--- src/rtl/lsu_wb_queue_if.sv ---
// lsu_wb_queue_if: RMW write, scheduler load and memory bus signals of the LSU writeback queue.
interface lsu_wb_queue_if #(parameter int DEPTH = 4);
  logic                     rmw_data_rdy;
  logic [15:0]              rmw_addr;
  logic [15:0]              rmw_data;
  logic                     rmw_deny_op;
  logic                     rmw_hold;
  logic                     ld_req;
  logic [15:0]              ld_addr;
  logic                     ld_done;
  logic [15:0]              ld_data;
  logic [$clog2(DEPTH):0]   wb_count;
  logic                     mem_req;
  logic                     mem_we;
  logic [15:0]              mem_addr;
  logic [15:0]              mem_data_out;
  logic                     mem_rdy;
  logic [15:0]              mem_data_in;
  modport slave (
    input  rmw_data_rdy, rmw_addr, rmw_data, rmw_deny_op, ld_req, ld_addr, mem_rdy, mem_data_in,
    output rmw_hold, ld_done, ld_data, wb_count, mem_req, mem_we, mem_addr, mem_data_out
  );
  modport master (
    output rmw_data_rdy, rmw_addr, rmw_data, rmw_deny_op, ld_req, ld_addr, mem_rdy, mem_data_in,
    input  rmw_hold, ld_done, ld_data, wb_count, mem_req, mem_we, mem_addr, mem_data_out
  );
endinterface

--- src/rtl/lsu_wb_queue.sv ---
// lsu_wb_queue: RMW write FIFO plus load/store arbiter for one memory port.
// Define WB_FORWARD_EN to serve FIFO-hit loads from the youngest matching entry.
module lsu_wb_queue #(
  parameter int DEPTH = 4,
  parameter int AW = 4
) (
  input logic           clk,
  input logic           a_rst_n,
  lsu_wb_queue_if.slave bus
);
  localparam int PW = $clog2(DEPTH);
  localparam int DW = 1 << AW;
  typedef enum logic [1:0] {IDLE, LOAD, STORE} state_t;
  state_t state, state_nx;
  logic [DW-1:0] fifo_addr [DEPTH];
  logic [DW-1:0] fifo_data [DEPTH];
  logic [PW-1:0] rd_ptr, wr_ptr;
  logic [PW:0]   count;
  logic full, empty, push, pop, fifo_hit, bypass, hazard, ld_go, fwd, start_ld, start_st;
`ifdef WB_FORWARD_EN
  logic [DW-1:0] fwd_data;
`endif
  assign full  = count == (PW+1)'(DEPTH);
  assign empty = count == '0;
  assign push  = bus.rmw_data_rdy & ~full;
  assign pop   = (state == STORE) & bus.mem_rdy;
  assign bus.rmw_hold = bus.rmw_data_rdy & full;
  assign bus.wb_count = count;
  assign bypass = bus.rmw_data_rdy & (bus.ld_addr == bus.rmw_addr);
  assign hazard = bus.rmw_deny_op | fifo_hit | bypass;
  // ld_req is still high during the ld_done cycle; don't restart that load
  assign ld_go  = bus.ld_req & ~bus.ld_done;
`ifdef WB_FORWARD_EN
  assign fwd = (state == IDLE) & ld_go & fifo_hit & ~bus.rmw_deny_op & ~bypass;
`else
  assign fwd = 1'b0;
`endif
  // scan oldest to youngest so the youngest match wins
  always_comb begin
    fifo_hit = 1'b0;
`ifdef WB_FORWARD_EN
    fwd_data = '0;
`endif
    for (int k = 0; k < DEPTH; k++) begin
      if ((PW+1)'(k) < count && fifo_addr[rd_ptr + PW'(k)] == bus.ld_addr) begin
        fifo_hit = 1'b1;
`ifdef WB_FORWARD_EN
        fwd_data = fifo_data[rd_ptr + PW'(k)];
`endif
      end
    end
  end
  always_comb begin
    state_nx = state;
    start_ld = 1'b0;
    start_st = 1'b0;
    if (state == IDLE) begin
      if (ld_go && !hazard && !full) begin
        state_nx = LOAD;
        start_ld = 1'b1;
      end else if (!fwd && !empty) begin
        state_nx = STORE;
        start_st = 1'b1;
      end
    end else if (bus.mem_rdy) state_nx = IDLE;
  end
  always_ff @(posedge clk or negedge a_rst_n) begin
    if (!a_rst_n) state <= IDLE;
    else state <= state_nx;
  end
  always_ff @(posedge clk) begin
    if (push) begin
      fifo_addr[wr_ptr] <= bus.rmw_addr;
      fifo_data[wr_ptr] <= bus.rmw_data;
    end
  end
  always_ff @(posedge clk or negedge a_rst_n) begin
    if (!a_rst_n) begin
      rd_ptr           <= '0;
      wr_ptr           <= '0;
      count            <= '0;
      bus.mem_req      <= 1'b0;
      bus.mem_we       <= 1'b0;
      bus.mem_addr     <= '0;
      bus.mem_data_out <= '0;
      bus.ld_done      <= 1'b0;
      bus.ld_data      <= '0;
    end else begin
      if (push) wr_ptr <= wr_ptr + 1'b1;
      if (pop) rd_ptr <= rd_ptr + 1'b1;
      count <= count + (PW+1)'(push) - (PW+1)'(pop);
      bus.ld_done <= ((state == LOAD) & bus.mem_rdy) | fwd;
      if (state == LOAD && bus.mem_rdy) bus.ld_data <= bus.mem_data_in;
`ifdef WB_FORWARD_EN
      else if (fwd) bus.ld_data <= fwd_data;
`endif
      if (start_ld) begin
        bus.mem_req      <= 1'b1;
        bus.mem_we       <= 1'b0;
        bus.mem_addr     <= bus.ld_addr;
        bus.mem_data_out <= '0;
      end else if (start_st) begin
        bus.mem_req      <= 1'b1;
        bus.mem_we       <= 1'b1;
        bus.mem_addr     <= fifo_addr[rd_ptr];
        bus.mem_data_out <= fifo_data[rd_ptr];
      end else if (state != IDLE && bus.mem_rdy) bus.mem_req <= 1'b0;
    end
  end
endmodule
--- src/flat_wrapper.sv ---
// flat-port wrapper written by rule: the top's interface ports become plain ports
module lsu_wb_queue_flat 
#(
  parameter int DEPTH = 4,
  parameter int AW = 4
)
  (clk, a_rst_n, bus_rmw_data_rdy, bus_rmw_addr, bus_rmw_data, bus_rmw_deny_op, bus_ld_req, bus_ld_addr, bus_mem_rdy, bus_mem_data_in, bus_rmw_hold, bus_ld_done, bus_ld_data, bus_wb_count, bus_mem_req, bus_mem_we, bus_mem_addr, bus_mem_data_out);
  lsu_wb_queue_if #(.DEPTH(DEPTH)) bus_i ();
  input logic clk;
  input logic a_rst_n;
  input wire logic [$bits(bus_i.rmw_data_rdy)-1:0] bus_rmw_data_rdy;
  input wire logic [$bits(bus_i.rmw_addr)-1:0] bus_rmw_addr;
  input wire logic [$bits(bus_i.rmw_data)-1:0] bus_rmw_data;
  input wire logic [$bits(bus_i.rmw_deny_op)-1:0] bus_rmw_deny_op;
  input wire logic [$bits(bus_i.ld_req)-1:0] bus_ld_req;
  input wire logic [$bits(bus_i.ld_addr)-1:0] bus_ld_addr;
  input wire logic [$bits(bus_i.mem_rdy)-1:0] bus_mem_rdy;
  input wire logic [$bits(bus_i.mem_data_in)-1:0] bus_mem_data_in;
  output wire logic [$bits(bus_i.rmw_hold)-1:0] bus_rmw_hold;
  output wire logic [$bits(bus_i.ld_done)-1:0] bus_ld_done;
  output wire logic [$bits(bus_i.ld_data)-1:0] bus_ld_data;
  output wire logic [$bits(bus_i.wb_count)-1:0] bus_wb_count;
  output wire logic [$bits(bus_i.mem_req)-1:0] bus_mem_req;
  output wire logic [$bits(bus_i.mem_we)-1:0] bus_mem_we;
  output wire logic [$bits(bus_i.mem_addr)-1:0] bus_mem_addr;
  output wire logic [$bits(bus_i.mem_data_out)-1:0] bus_mem_data_out;
  assign bus_i.rmw_data_rdy = bus_rmw_data_rdy;
  assign bus_i.rmw_addr = bus_rmw_addr;
  assign bus_i.rmw_data = bus_rmw_data;
  assign bus_i.rmw_deny_op = bus_rmw_deny_op;
  assign bus_i.ld_req = bus_ld_req;
  assign bus_i.ld_addr = bus_ld_addr;
  assign bus_i.mem_rdy = bus_mem_rdy;
  assign bus_i.mem_data_in = bus_mem_data_in;
  assign bus_rmw_hold = bus_i.rmw_hold;
  assign bus_ld_done = bus_i.ld_done;
  assign bus_ld_data = bus_i.ld_data;
  assign bus_wb_count = bus_i.wb_count;
  assign bus_mem_req = bus_i.mem_req;
  assign bus_mem_we = bus_i.mem_we;
  assign bus_mem_addr = bus_i.mem_addr;
  assign bus_mem_data_out = bus_i.mem_data_out;
  lsu_wb_queue #(.DEPTH(DEPTH), .AW(AW)) u_core (.clk(clk), .a_rst_n(a_rst_n), .bus(bus_i));
endmodule
--- config.mk ---
export PLATFORM = sky130hd
export DESIGN_NAME = lsu_wb_queue_flat
export DESIGN_NICKNAME = d
export VERILOG_FILES = /design/src/rtl/lsu_wb_queue_if.sv /design/src/rtl/lsu_wb_queue.sv /design/src/flat_wrapper.sv
export SDC_FILE = /design/constraint.sdc
export NUM_CORES = 1
export LEC_CHECK = 0
export CORE_UTILIZATION = 56
export DETAILED_ROUTE_END_ITERATION = 8
export GPL_ROUTABILITY_DRIVEN = 0
export GPL_TIMING_DRIVEN = 0
export HOLD_SLACK_MARGIN = 0.1
export PLACE_DENSITY = 0.88
export SYNTH_ARGS = -nofsm -noshare
export SYNTH_HDL_FRONTEND = slang
export SYNTH_SLANG_ARGS = --single-unit
--- constraint.sdc ---
create_clock -name clk -period 4 [get_ports clk]
set_clock_uncertainty 0.2 [all_clocks]
set_input_delay 0.4 -clock clk [delete_from_list [all_inputs] [get_ports clk]]
set_output_delay 0.4 -clock clk [all_outputs]
set_load 0.02 [all_outputs]
==> impl_metrics.env, run 1 <==
export IMPL_hold_class="in -> async"
export IMPL_p_leak_nw=4.33
export IMPL_overflow=0
export IMPL_drtPass1Iterations=8
export IMPL_fp_dieW_microns=133
export IMPL_cts_hold_buf=1
export IMPL_vias=6735
export IMPL_fin_crit_sh=0.917
export IMPL_dieArea_sq_um=17800
export IMPL_drc=0
export IMPL_ctsRootBufferMaster="clkbuf_16"
export IMPL_cts_htree_levels=4
export IMPL_syn2layout_area_growth_pct=20.3
export IMPL_worst_slew_pin_transition_ps=1010
export IMPL_viasPerCell=6.59
export IMPL_fillers=1053
export IMPL_ys_warn_count=0
export IMPL_core_area_sq_um=16700
export IMPL_num_io_pins=125
export IMPL_synth_area_sq_um=9670
export IMPL_maxCapViolCount=0
export IMPL_syn_mean_instance_area_sq_um=14.6
export IMPL_drt_iter0_drc=770
export IMPL_ys_ff_latch=188
export IMPL_grt_util_all_layers=0.301
export IMPL_nNetsFinal=868
export IMPL_rows=47
export IMPL_arrival_ps=3820
export IMPL_wl_microns=25500
export IMPL_synth_top_area_frac=0.398
export IMPL_worstPathRequired_ps=4150
export IMPL_wl_per_cell_microns=25.0
export IMPL_power_total_mw=9.34
export IMPL_mostFrequentLayoutCells="edfxtp_1 (128), clkdlybuf4s50_1 (107), mux4_2 (65), dfrtp_1 (60), nand2_1 (59)"
export IMPL_cts_setup_buffers=0
export IMPL_clock_latency_ps=450
export IMPL_syn_inst=660
export IMPL_start_util=0.579
export IMPL_cts_sinks=188
export IMPL_die_h_microns=133
export IMPL_netlist_top_cells_area="edfxtp_1 (40%), dfrtp_1 (16%), mux4_2 (15%)"
export IMPL_synth_nets=739
export IMPL_final_common_cell="edfxtp_1"
export IMPL_grt_pass1_wl_microns=39100
export IMPL_grt_max_degree=40
export IMPL_cts_tree="done"
export IMPL_cts_path_max_buffers=2
export IMPL_diodes=0
export IMPL_critical_path_class="reg -> reg"
export IMPL_crit_path_end_kind="register"
export IMPL_ant_nets=0
export IMPL_ys_seq_area_frac=0.553
export IMPL_synthDistinctLibCells=47
export IMPL_hold_violations=0
export IMPL_synth_top_area_cell="edfxtp_1"
export IMPL_drive_gt1_frac=0.191
export IMPL_portBuffers=108
export IMPL_clk_pin_slew_worst_paths_ps=70
export IMPL_post_dp_hpwl_microns=17400
export IMPL_cts_buffers=17
export IMPL_grt_pass1_vias=6788
export IMPL_synth_edf_count=128
export IMPL_async_reset_ff_frac=0.319
export IMPL_slew_headroom=0.325
export IMPL_ir_worst_vdd_v=0.000434
export IMPL_finalSetupViolCount=0
export IMPL_max_freq_mhz=273
export IMPL_rsz0062_at_grt="no"
export IMPL_pwr_density_cell_nw_per_um2=803
export IMPL_outcome="finished, final reports clean"
export IMPL_worstPathMaxFanout=10
export IMPL_synth_ff_type="edfxtp_1"
export IMPL_tns_ps=0
export IMPL_min_period_ps=3670
export IMPL_cts_resized=0
export IMPL_drv_slew=0
export IMPL_start_kind="register"
export IMPL_antenna_found_initial=0
[cells in the mapped netlist, types with 14 or more instances]
master / number
edfxtp_1: 128
mux4_2: 65
dfrtp_1: 60
nand2_1: 59
xnor2_1: 48
xor2_1: 37
inv_1: 27
mux2i_1: 24
nor2_1: 20
clkbuf_1: 19
nor3_1: 17
a32o_1: 16
a31oi_1: 15
mux2_2: 14
[final cells by class]
| cell class | count | area, sq um | area share |
|---|---|---|---|
| Tap cell | 220 | 275 | 0.0237 |
| Clock inverter | 14 | 146 | 0.0126 |
| Multi-Input combinational cell | 389 | 3830 | 0.330 |
| Clock buffer | 18 | 429 | 0.0369 |
| Buffer | 55 | 387 | 0.0332 |
| Sequential cell | 188 | 5350 | 0.460 |
| Inverter | 28 | 105 | 0.00904 |
| Timing Repair Buffer | 110 | 1110 | 0.0951 |
[worst max-delay path: stages (launching register included)]
cell and delay [ps]:
dfrtp_1 330, buf_4 180, buf_2 350, mux4_2 420, xnor2_1 350, nand4_1 190, nor4_1 300, nand4_1 200
nand4_4 240, buf_4 240, mux2_2 350, a31oi_1 200
[through the flow]
step | std cells | util | hold slack (ps) | setup slack (ps) | instance area [sq um]
floorplan | 660 | - | -95.6 | 1050 | 9670
global placement | 988 | 0.660 | 259 | 569 | 11000
detailed placement | 989 | 0.661 | 185 | 571 | 11000
CTS | 1022 | 0.696 | 266 | 494 | 11600
global route | 1022 | 0.696 | 296 | 197 | 11600
finish | 1022 | 0.696 | 248 | 332 | 11600
[layer usage]
layer,wire (microns),global-route usage,vias up
li1,-,-,2765
met1,9320,0.378,3376
met2,12600,0.494,496
met3,2420,0.0639,98
met4,1170,0.162,0
met5,0,0,-
[path summary, 6_finish.rpt]
| kind | startpoint | end | slack [ps] | cells after the start |
|---|---|---|---|---|
| setup / recovery | u_core.rd_ptr[1] | u_core.bus.mem_addr[12] | 330 | 11 |
| hold / removal | a_rst_n | u_core.bus.ld_data[14] | 250 | 2 |
| setup reg to reg | u_core.rd_ptr[1] | u_core.bus.mem_addr[12] | 330 | 11 |
| hold reg to reg | u_core.bus.ld_data[1] | u_core.bus.ld_data[1] | 280 | 2 |
| max in group asynchronous | a_rst_n | u_core.bus.mem_data_out[2] | 2760 | 3 |
| min in group clk | u_core.bus.ld_data[1] | u_core.bus.ld_data[1] | 280 | 2 |
[logic make-up after synthesis]
kind of cell	synth area share
AOI/OAI and AO/OA	0.0458
xor gates and xnor gates	0.0770
adders and majority gates	0.0124
buffers and inverters	0.0509
DFF	0.553
muxes	0.195
and+or+nand+nor	0.0656
[state kept, by name, summed over array words and instances, names as in the netlist]
name	flops
u_core.bus.mem_we	1
u_core.bus.mem_data_out	16
u_core.wr_ptr	2
u_core.bus.ld_done	1
u_core.bus.ld_data	16
u_core.bus.wb_count	3
u_core.state	2
u_core.rd_ptr	2
u_core.fifo_data	64
u_core.bus.mem_req	1
u_core.fifo_addr	64
u_core.bus.mem_addr	16
[power by group]
group	leakage, nW	switching [mW]	internal [mW]
clock	0.286	0.825	0.835
combinational	2.15	2.54	2.14
sequential	1.89	0.322	2.67
Power figures use the tool's default switching activity.
==> run 2, diff against run 1 <==
--- a/config.mk
+++ b/config.mk
@@ -5,6 +5,7 @@
 export SDC_FILE = /design/constraint.sdc
 export NUM_CORES = 1
 export LEC_CHECK = 0
+export CORE_ASPECT_RATIO = 1.5
 export CORE_UTILIZATION = 56
 export DETAILED_ROUTE_END_ITERATION = 8
 export GPL_ROUTABILITY_DRIVEN = 0
==> run 2 against run 1 <==
Effect of this change:
- sequential power hardly changed
- total power shrank 0.41%
- clock-buffer cell count decreased by 1
- critical path type unchanged
- final cell count fell by 0.88%
- flip-flop and latch count did not move
- worst setup slack improved by 120 ps
- worst hold slack worse by 4.1 ps
- combinational power decreased by 3%
- register-to-register slack better by 120 ps
- first-iteration DRC count fell by 20%
==> impl_metrics.env, run 2 (same netlist as run 1, synthesis figures left out) <==
export IMPL_drc=0
export IMPL_die_h_microns=163
export IMPL_pwr_density_cell_nw_per_um2=796
export IMPL_ir_worst_vdd_v=0.000419
export IMPL_cts_resized=0
export IMPL_antenna_found_initial=0
export IMPL_hold_class="in -> async"
export IMPL_swShare=0.388
export IMPL_finalSetupViolCount=0
export IMPL_maxCapViolCount=0
export IMPL_worst_slew_pin_transition_ps=987
export IMPL_drv_slew=0
export IMPL_fin_crit_sh=0.887
export IMPL_p_int_mw=5.69
export IMPL_hold_violations=0
export IMPL_worstPathMaxFanout=10
export IMPL_portBuffers=108
export IMPL_grt_max_degree=43
export IMPL_rows=58
export IMPL_cts_buffers=17
export IMPL_outcome="finished, final reports clean"
export IMPL_ant_nets=0
export IMPL_drt_iter0_drc=619
export IMPL_ff2ff_path_depth=11
export IMPL_ctsRootBufferMaster="clkbuf_16"
export IMPL_cts_path_max_buffers=2
export IMPL_arrival_ps=3700
export IMPL_start_kind="register"
export IMPL_reg2reg_to="u_core.bus.mem_addr[11]"
export IMPL_crit_path_end_kind="register"
export IMPL_power_switching_mw=3.61
export IMPL_p_seq_frac=0.319
export IMPL_vias=6538
export IMPL_wl_microns=24000
export IMPL_cts_tree="done"
export IMPL_grt_pass1_vias=6676
export IMPL_max_freq_mhz=282
export IMPL_p_leak_nw=4.35
export IMPL_dp_cells=979
export IMPL_clock_latency_ps=450
export IMPL_overflow=0
export IMPL_tns_ps=0
export IMPL_holdWs_ps=244
export IMPL_fp_dieW_microns=109
export IMPL_final_common_cell="edfxtp_1"
export IMPL_rsz0062_at_grt="no"
export IMPL_viasPerCell=6.45
export IMPL_final_cells=1013
export IMPL_nNetsFinal=868
export IMPL_grt_pass1_wl_microns=36300
export IMPL_worstPathRequired_ps=4160
export IMPL_syn2layout_area_growth_pct=20.9
export IMPL_critical_path_class="reg -> reg"
export IMPL_cts_htree_levels=4
export IMPL_clk_pin_slew_worst_paths_ps=80
export IMPL_mostFrequentLayoutCells="edfxtp_1 (128), clkdlybuf4s50_1 (107), mux4_2 (65), dfrtp_1 (60), nand2_1 (59)"
export IMPL_core_area_sq_um=16800
export IMPL_min_period_ps=3550
export IMPL_cts_sinks=188
export IMPL_start_util=0.574
export IMPL_r2r_slack_ps=450
export IMPL_wl_per_cell_microns=23.7
export IMPL_grt_util_all_layers=0.284
export IMPL_clock_power_share=0.189
export IMPL_drtPass1Iterations=5
export IMPL_top_regs="u_core.fifo_addr: 64 flops, u_core.fifo_data: 64 flops"
export IMPL_drive_gt1_frac=0.192
export IMPL_dieArea_sq_um=17800
export IMPL_comb_power_share=0.491
export IMPL_timing_rr_start="u_core.rd_ptr[1]"
export IMPL_post_dp_hpwl_microns=16800
export IMPL_slew_headroom=0.342
export IMPL_num_io_pins=125
-- run 2: changes by cell type in the layout (fill, tap and decap cells not counted) --
cell / previous run / this run
clkbuf_1: 20 / 19
inv_4: 1 / 0
clkinv_2: 1 / 0
diode_2: 0 / 1
inv_6: 2 / 1
clkinv_8: 2 / 4
inv_16: 0 / 1
inv_12: 0 / 5
inv_8: 6 / 2
-- run 2: worst max path at each step --
stage	startpoint	slack [ps]	endpoint	cells past startpoint
floorplan	u_core.rd_ptr[0]	1050	u_core.bus.mem_data_out[13]	12
global route	u_core.rd_ptr[1]	300	u_core.bus.mem_addr[11]	11
finish	u_core.rd_ptr[1]	450	u_core.bus.mem_addr[11]	11
CTS	u_core.rd_ptr[1]	480	u_core.bus.mem_addr[11]	11
detailed placement	u_core.rd_ptr[1]	550	u_core.bus.mem_addr[11]	11
global placement	a_rst_n	520	u_core.bus.mem_addr[13]	1
-- run 2: critical path: stages, from the launching register on --
cell,delay [ps]
dfrtp_1,330
buf_4,170
buf_2,330
mux4_2,370
xnor2_1,230
o21ai_0,120
a2111oi_0,470
nand4_1,230
nand4_4,230
buf_4,230
mux2_2,360
a31oi_1,170
-- run 2: what timing repair did --
item                      CTS  global route
buffers inserted            0             0
hold endpoints to repair   18             0
hold buffers                1             0
-- run 2: per-layer routing --
| metal | global-route usage | vias to the layer above | share of wire |
|---|---|---|---|
| li1 | - | 2770 | - |
| met1 | 0.338 | 3260 | 0.35 |
| met2 | 0.475 | 426 | 0.52 |
| met3 | 0.0592 | 82 | 0.086 |
| met4 | 0.158 | 0 | 0.048 |
| met5 | 0 | - | 0 |
-- run 2: layout make-up --
| type | instances | area [sq um] |
|---|---|---|
| Multi-Input combinational cell | 389 | 3830 |
| Inverter | 28 | 105 |
| Tap cell | 210 | 263 |
| Buffer | 55 | 387 |
| Sequential cell | 188 | 5350 |
| Clock inverter | 15 | 215 |
| Antenna cell | 1 | 2.50 |
| Fill cell | 1089 | 5150 |
| Clock buffer | 17 | 425 |
| Timing Repair Buffer | 110 | 1110 |
-- run 2: power by group through the flow --
stage	Sequential (mW)	Clock, mW	Combinational (mW)
global placement	2.96	0	4.36
floorplan	3.22	0	2.82
finish	2.97	1.76	4.57
detailed placement	3.00	0	4.49
CTS	2.96	1.77	4.54
global route	3.02	1.84	4.83
-- run 2: through the flow --
step	area [sq um]	power [mW]	util	setup slack, ps
detailed placement	11000	7.49	0.655	547
global route	11700	9.70	0.694	298
global placement	11000	7.32	0.654	519
floorplan	9670	6.04	-	1050
CTS	11700	9.27	0.694	480
finish	11700	9.30	0.694	452
